==> src/rtl/video_frame_reader.sv <==
// Frame-buffer read side: unpacks 128-bit FWFT FIFO words into 24-bit pixels
// and generates the vsync/hsync/de/data video timing stream.
module video_frame_reader #(
    parameter int IMG_HDISP  = 1280,
    parameter int IMG_VDISP  = 720,
    parameter int H_FRONT    = 110,
    parameter int H_SYNC     = 40,
    parameter int H_BACK     = 220,
    parameter int V_FRONT    = 5,
    parameter int V_SYNC     = 5,
    parameter int V_BACK     = 20,
    parameter int FIFO_WIDTH = 128,
    parameter int DATA_WIDTH = 24,
    parameter int SYNC_POL   = 1
) (
    input  logic                  clk,
    input  logic                  rst_n,
    input  logic                  en,
    input  logic                  fifo_empty,
    input  logic [FIFO_WIDTH-1:0] fifo_dout,
    output logic                  fifo_rd_en,
    output logic                  frame_req,
    output logic                  underflow,
    output logic                  video_vsync,
    output logic                  video_hsync,
    output logic                  video_de,
    output logic [DATA_WIDTH-1:0] video_data
);

    localparam int H_TOTAL      = IMG_HDISP + H_FRONT + H_SYNC + H_BACK;
    localparam int V_TOTAL      = IMG_VDISP + V_FRONT + V_SYNC + V_BACK;
    localparam int PIX_PER_WORD = FIFO_WIDTH / 32;
    localparam int LANE_W       = $clog2(PIX_PER_WORD);
    localparam int HW           = $clog2(H_TOTAL);
    localparam int VW           = $clog2(V_TOTAL);

    localparam logic [HW-1:0] H_ACT    = HW'(IMG_HDISP);
    localparam logic [HW-1:0] H_SYNC_S = HW'(IMG_HDISP + H_FRONT);
    localparam logic [HW-1:0] H_SYNC_L = HW'(IMG_HDISP + H_FRONT + H_SYNC - 1);
    localparam logic [HW-1:0] H_LAST   = HW'(H_TOTAL - 1);
    localparam logic [VW-1:0] V_ACT    = VW'(IMG_VDISP);
    localparam logic [VW-1:0] V_SYNC_S = VW'(IMG_VDISP + V_FRONT);
    localparam logic [VW-1:0] V_SYNC_L = VW'(IMG_VDISP + V_FRONT + V_SYNC - 1);
    localparam logic [VW-1:0] V_LAST   = VW'(V_TOTAL - 1);
    localparam logic [LANE_W-1:0] LANE_LAST = LANE_W'(PIX_PER_WORD - 1);
    localparam logic SYNC_ON = (SYNC_POL != 0);

    typedef enum logic [1:0] {IDLE, FILL, RUN} state_t;

    state_t              state, state_nxt;
    logic [HW-1:0]       h_cnt, h_nxt;
    logic [VW-1:0]       v_cnt, v_nxt;
    logic [LANE_W-1:0]   lane;
    logic                active, hsync_on, vsync_on;
    logic [DATA_WIDTH-1:0] pixel;

    always_comb begin
        lane     = h_cnt[LANE_W-1:0];
        active   = (state == RUN) && (h_cnt < H_ACT) && (v_cnt < V_ACT);
        hsync_on = (state == RUN) && (h_cnt >= H_SYNC_S) && (h_cnt <= H_SYNC_L);
        vsync_on = (state == RUN) && (v_cnt >= V_SYNC_S) && (v_cnt <= V_SYNC_L);
        pixel    = fifo_dout[32*lane +: DATA_WIDTH];
        // Pop only after the last lane has been shown, and never from an empty FIFO.
        fifo_rd_en = active && (lane == LANE_LAST) && !fifo_empty;
    end

    // Counters only run in RUN; en is honoured only at the frame wrap point.
    always_comb begin
        state_nxt = state;
        h_nxt     = h_cnt;
        v_nxt     = v_cnt;
        frame_req = 1'b0;
        case (state)
            IDLE: begin
                h_nxt = '0;
                v_nxt = '0;
                if (en) begin
                    frame_req = 1'b1;
                    state_nxt = FILL;
                end
            end
            FILL: begin
                if (!fifo_empty) state_nxt = RUN;
            end
            RUN: begin
                frame_req = (h_cnt == '0) && (v_cnt == V_SYNC_S);
                if (h_cnt == H_LAST) begin
                    h_nxt = '0;
                    v_nxt = (v_cnt == V_LAST) ? '0 : v_cnt + 1'b1;
                end else begin
                    h_nxt = h_cnt + 1'b1;
                end
                if ((h_cnt == H_LAST) && (v_cnt == V_LAST) && !en) state_nxt = IDLE;
            end
            default: state_nxt = IDLE;
        endcase
    end

    always_ff @(posedge clk or negedge rst_n) begin
        if (!rst_n) begin
            state <= IDLE;
            h_cnt <= '0;
            v_cnt <= '0;
        end else begin
            state <= state_nxt;
            h_cnt <= h_nxt;
            v_cnt <= v_nxt;
        end
    end

    // Outputs lag the counters by one clock; an empty slot still consumes its lane.
    always_ff @(posedge clk or negedge rst_n) begin
        if (!rst_n) begin
            underflow   <= 1'b0;
            video_de    <= 1'b0;
            video_data  <= '0;
            video_hsync <= ~SYNC_ON;
            video_vsync <= ~SYNC_ON;
        end else begin
            if (frame_req)
                underflow <= 1'b0;
            else if (active && fifo_empty)
                underflow <= 1'b1;
            video_de    <= active;
            video_data  <= (active && !fifo_empty) ? pixel : '0;
            video_hsync <= hsync_on ? SYNC_ON : ~SYNC_ON;
            video_vsync <= vsync_on ? SYNC_ON : ~SYNC_ON;
        end
    end

endmodule

==> config.mk <==
export PLATFORM = sky130hd
export DESIGN_NAME = video_frame_reader
export DESIGN_NICKNAME = d
export VERILOG_FILES = /design/src/rtl/video_frame_reader.sv
export SDC_FILE = /design/constraint.sdc
export NUM_CORES = 1
export LEC_CHECK = 0
export ABC_AREA = 1
export BUFFER_PORTS_ARGS = -buffer_cell sky130_fd_sc_hd__buf_2
export CAP_MARGIN = 20
export CORE_UTILIZATION = 30
export CTS_CLUSTER_SIZE = 25
export DETAILED_ROUTE_END_ITERATION = 16
export HOLD_SLACK_MARGIN = 0.15
export MAX_ROUTING_LAYER = met4
export SKIP_LAST_GASP = 1
export SYNTH_ARGS = -nofsm -noshare
export SYNTH_HDL_FRONTEND = slang
export SYNTH_SLANG_ARGS = --single-unit
export TNS_END_PERCENT = 50
==> constraint.sdc <==
create_clock -name clk -period 1.75 [get_ports clk]
set_input_delay 0.2625 -clock clk [delete_from_list [all_inputs] [get_ports clk]]
set_output_delay 0.2625 -clock clk [all_outputs]
set_load 0.02 [all_outputs]
Word level (Yosys, flattened, before mapping)
Index checks and enable logic that the tools add are counted.
{ "word_totals": {"word_cells": 64, "reg_bits": 51, "out_inout_bits": 30} }
{ "classes": {"eq_ne": 10, "addsub": 2, "order_cmp": 6, "n_reduce_logical": 21, "shift": 1, "mux": 16} }
{ "op_table": {"columns": ["cell", "n"], "rows": [
  ["128-bit by 8-bit indexed part select with 24-bit output", 1],
  ["24-bit two-way mux", 1],
  ["11-bit one-hot mux with 2 select lines", 1],
  ["10-bit equality test, second input constant", 2],
  ["10-bit two-way mux", 2],
  ["10-bit one-hot mux with 2 select lines", 1],
  ["1-bit logical AND", 13],
  ["11-bit by 1-bit adder with 11-bit output, second input constant", 1],
  ["11-bit equality test, second input constant", 1],
  ["11-bit greater-or-equal comparator, second input constant", 1],
  ["11-bit <= comparator, second input constant", 1],
  ["11-bit zero test", 1],
  ["11-bit < comparator, second input constant", 1],
  ["11-bit two-way mux", 1],
  ["10-bit by 1-bit adder with 10-bit output, second input constant", 1],
  ["10-bit greater-or-equal comparator, second input constant", 1],
  ["10-bit <= comparator, second input constant", 1],
  ["10-bit < comparator, second input constant", 1],
  ["2-bit two-way mux", 3],
  ["2-bit one-hot mux with 3 select lines", 1],
  ["1-bit two-way mux", 5],
  ["2-bit equality test, second input constant", 2],
  ["2-bit by 1-bit != test with 1-bit output, second input constant", 2],
  ["2-bit != test, second input constant", 2],
  ["other kinds (7)", 9]
]} }

Longest topological paths before layout
{ "depth": {"ltp_word": 6, "ltp_mapped": 11, "ltp_nobuf": 9} }

Worst setup path before layout
No wires, ideal clock.
{ "synth_timing": {"path_kind": "reg-to-reg", "startpoint": "register h_cnt[1]", "endpoint": "register h_cnt[8]", "setup_slack_ps": 27, "synth_period_minus_slack_ps": 1723, "stages_incl_launch_ff": 12, "arrival_time_ps": 1640, "path_cell_list": "dfrtp_1 buf_2 clkinv_1 buf_2 ha_1 nand2_1 nor2_1 nand2_1 inv_1 nor2_1 nand2_1 o21ai_0"} }
{ "synth_between": {"elab_chain_cells": 3, "word_cells_on_any_way": 4} }
{ "synth_rtl": {"columns": ["element", "line_no", "source"], "rows": [
  ["start: declaration", "51", "logic [HW-1:0] h_cnt, h_nxt;"],
  ["start signal: assignment", "106", "h_cnt <= h_nxt;"],
  ["11-bit by 1-bit adder with 11-bit output / 11-bit equality test (equally long branches)", "91, 87", null],
  ["11-bit two-way mux *", "87", "if (h_cnt == H_LAST) begin"],
  ["11-bit one-hot mux with 2 select lines *", "73", "case (state)"]
]} }
Mark *: on every way between the ends. The rest lies on a longest branch, timed or not.
A chain may end at the register's enable or synchronous reset.

Worst setup path after layout
{ "layout_timing": {"startpoint": "register v_cnt[8]", "endpoint": "output frame_req"} }
{ "layout_between": {"elab_chain_cells": 3} }
{ "layout_rtl": {"columns": ["element", "line_no", "source"], "rows": [
  ["start: declaration", "52", "logic [VW-1:0] v_cnt, v_nxt;"],
  ["start signal: assignment", "107", "v_cnt <= v_nxt;"],
  ["10-bit equality test", "86", "frame_req = (h_cnt == '0) && (v_cnt == V_SYNC_S);"],
  ["1-bit logical AND", "86", null],
  ["1-bit one-hot mux with 2 select lines", "73", null],
  ["end: declaration", "22", "output logic frame_req,"]
]} }
Every way passes these cells.

==> results.md <==
| Stage | Parameter | This run |
|:---|:---|:---|
| sta | Worst slew margin | 77.2% |
| sta | Number of hold violations in the final report | 0 |
| critical path | Reg2reg start | h_cnt[1] |
| synth | Syn_area_per_cell | 7.09 um^2 |
| clock network | Max clock buf depth | 2 |
| clock network | Number of buffers inserted during clock tree synthesis | 5 |
| power and ir drop | Total power of the final layout | 5.14 mW |
| global route | Global Route met1 Usage | 20.3% |
| worst hold path | Number of cells traversed by the worst hold path | 3 |
| power and ir drop | Worst-case vdd ir drop | 0.000651 V |
| floorplan | Initial Utilization | 31.3% |
| global route | Maximum number of pins on one net before global-route repair | 52 |
| finish | Layout cell share with drive strength beyond 1 | 35.3% |
| power and ir drop | Switching portion of total power | 45.4% |
| global route | Via count of the first global-routing pass | 3,276 |
| global route | Antenna violations before repair | 0 |
| global route | GR Layer Usage met3 | 2.88% |
| critical path | Critical path fanouts, max | 3 |
| floorplan | Horizontal die dimension | 106 um |
| critical path | Setup slack, reg-to-reg | 0.07 ns |
| critical path | Worst Setup Path Type | reg2out |
| clock network | Root Buffer | clkbuf_8 |
| run status | Outcome | complete, but fails checks |
| clock network | Post-CTS clock slew at the launch and capture registers of the worst setup and hold paths | 0.10 ns |
| critical path | Required time worst endpoint | 1.49 ns |
| finish | Nets@finish | 743 |
| finish | Highest-count cells in the layout ignoring fill and taps | 127 x buf_2, 126 x nor2_1, 57 x o21ai_0 |
| placement | Post-DP Area | 4120 um^2 |
| sta | Worst Clk Skew | 0.00768 ns |
| flow run | # Max-Cap Violations | 0 |
| floorplan | Std-Cell Rows | 37 |
| synth | Synthesized netlist cell count | 459 |
| drt | Final routed wirelength across all metal layers | 9000 um |
| critical path | Crit path capture type | output port |
| synth | Syn. warnings | 0 |
| power and ir drop | Clock share of power | 14.3% |
| finish | Most frequent standard cell in the layout excluding fill and tap cells | buf_2 |
| drt | Antenna violation net count after detailed routing | 0 |
| synth | Cell type with the highest aggregate area in the netlist | dfrtp_1 |
| power and ir drop | Psw | 2.34 mW |
| worst hold path | Class of the most critical hold timing path | in2reg |
| global route | GRT Util Overall | 17.2% |
| sta | Setup ws final | -0.0970 ns |
| finish | Area growth from synthesis to final layout | 34.8% |
| critical path | Cell-by-cell listing of the critical path | inv_2, nand2_2, nor2_4, inv_2, nor3_4, nand3_2, nand2_2, buf_6 |
| floorplan | Die Span Y | 106 um |
| power and ir drop | Leakage power | 2.24 nW |
| power and ir drop | Share of power burned in combinational logic | 53.0% |
| sta | Peak clock frequency supported by timing | 541 MHz |
| critical path | Worst r2r dst | v_cnt[2] |
| placement | Final Wtd Congestion | 0.841 |
| placement | Port Buf Inserts | 129 |
| global route | Total gr overflow | 0 |
| synth | Number of register bits inferred by synthesis | 51 |
| floorplan | Area of the die | 11,300 um^2 |
| synth | Total standard cell area after synthesis | 3260 um^2 |
| critical path | Worst setup SP type | flop |
| synth | Sequential-to-total area share from yosys stat | 39.2% |
| placement | Half-perimeter wire length after placement | 6900 um |
| critical path | Max stage delay on crit path | 0.42 ns |
| power and ir drop | Sequential share of power | 32.7% |
| worst hold path | Endpoint of the worst hold path | video_data[3] |
| global route | Most utilized layer in the global route result | met2 |
| drt | Via-per-instance ratio | 4.68 |
| sta | Final count of negative-setup-slack endpoints | 2 |
| synth | Area share of the leading cell type in the synthesized netlist | 39.2% |
| sta | TNS Setup | -0.173 ns |
| drt | Iteration count of the initial detailed-routing pass | 4 |
| finish | Post-route cell area | 4390 um^2 |
| power and ir drop | Cell Pwr Density | 1170 nW/um^2 |
| sta | Final worst-path cycle share | 106% |
| synth | Most area-consuming cells after synthesis | dfrtp_1 39%, nor2_1 15%, o21ai_0 8.8% |
| floorplan | CORE AREA | 10,400 um^2 |
| finish | N_diodes | 0 |
| synth | Nets in the synthesized netlist | 597 |
| critical path | Timing startpoint of the critical path | v_cnt[8] |
| sta | Slew at the pin with the worst max-slew slack | 0.338 ns |
| critical path | Arrival time at the worst endpoint | 1.58 ns |
| drt | DR iter-0 viols | 149 |
| clock network | Clock latency reported for the late side of the worst-skew pair | 0.31 ns |
| sta | RSZ-0062 raised after global routing | true |
| global route | GR Util met2 | 30.5% |
| worst hold path | Hold Crit Start | fifo_dout[99] |
| drt | Number of remaining DRC errors | 0 |
| power and ir drop | Cell-internal power | 2.81 mW |
| sta | Max-slew violation total from the final report | 0 |
| clock network | Total number of clock tree sinks | 51 |
| global route | First-pass GRT wire length | 15,200 um |
| synth | Yosys cell types | 32 |
| critical path | Crit path max-delay cell type | dfrtp_1 |
| clock network | Number of H-tree levels | 2 |
| finish | Final design utilization | 42.1% |
| sta | Final critical-path required period | 1.85 ns |
| drt | Routed wire per std cell | 12.1 um |
| drt | Via count | 3,472 |
| critical path | R2R depth | 10 |
| run status | Violations in the final reports | negative setup slack |
| floorplan | Top-level port count | 162 |
| clock network | TritonCTS clock tree | yes |
==> what timing repair did <==
item,CTS,global route
hold buffers,1,0
resized for setup,14,9
buffers inserted,7,4
hold endpoints to repair,51,0
pin swaps,3,6
setup endpoints to repair,2,3
==> worst max path at each step <==
| stage | to | slack, ns | cells past startpoint |
|---|---|---|---|
| detailed placement | frame_req | 0.06 | 8 |
| global placement | frame_req | 0.07 | 8 |
| floorplan | h_cnt[8] | 0.03 | 11 |
| finish | frame_req | -0.1 | 8 |
| CTS | frame_req | -0.12 | 7 |
| global route | frame_req | -0.19 | 8 |
==> layer usage <==
| layer | part of all wire (%) | wire, um | up-vias |
|---|---|---|---|
| met5 | 0 | 0 | - |
| met3 | 4.9 | 444 | 8 |
| met2 | 50 | 4550 | 122 |
| met4 | 0.72 | 65 | 0 |
| li1 | - | - | 1779 |
| met1 | 44 | 3950 | 1563 |
==> power groups by stage <==
stage	Clock [mW]	Sequential, mW	Combinational, mW
2_1_floorplan	0	1.93	1.64
3_3_place_gp	0	1.71	2.61
3_5_place_dp	0	1.72	2.62
4_1_cts	0.776	1.67	2.71
5_1_grt	0.824	1.72	3.08
6_report	0.736	1.68	2.73
==> synth_stat cells, drive strengths merged <==
library cell  count
a31oi             2
clkinv            2
o22ai             1
buf              12
nor2            131
xor2              6
dfrtp            51
inv              40
nand3b            1
a21oi            29
nor3              3
o31ai             2
ha                6
o21bai            2
o21ai            65
nand3            25
nand4            11
nand2            56
and3              3
clkbuf           11
==> sequential cells by signal (all words and copies together), names as in the netlist <==
register,count
v_cnt,10
underflow,1
video_data,24
video_hsync,1
video_de,1
state,2
h_cnt,11
video_vsync,1
==> cells by family after synthesis <==
| logic type | after synthesis | share of synthesized area [%] |
|---|---|---|
| AO/OA/AOI/OAI | 101 | 18.1 |
| flip-flops | 51 | 39.2 |
| XOR/XNOR | 6 | 1.61 |
| buffers and inverters | 65 | 8.69 |
| adder cells (fa/ha/maj) | 6 | 2.31 |
| AND/OR/NAND/NOR | 230 | 30.1 |
==> critical path: cells and delay by family, from the launching register on <==
family                 cells  cell delay (ns)
AND/OR/NAND/NOR            5             0.58
flip-flops                 1             0.42
buffers and inverters      3             0.27
==> stage by stage <==
stage	worst slack, ns	std cells	hold slack (ns)
floorplan	0.0269	459	-0.0331
global placement	0.0674	722	0.278
detailed placement	0.0595	722	0.277
CTS	-0.122	738	0.213
global route	-0.191	742	0.243
finish	-0.0970	742	0.234
==> cell type report <==
class	instances	area (um^2)
clock buffers	5	68.8
well taps	136	170
repair buffers	162	917
inverters	42	161
clock inverters	3	27.5
multi-input cells	343	1760
fillers	1089	6030
flip-flops and latches	51	1280
(Power assumes the default switching activity.)
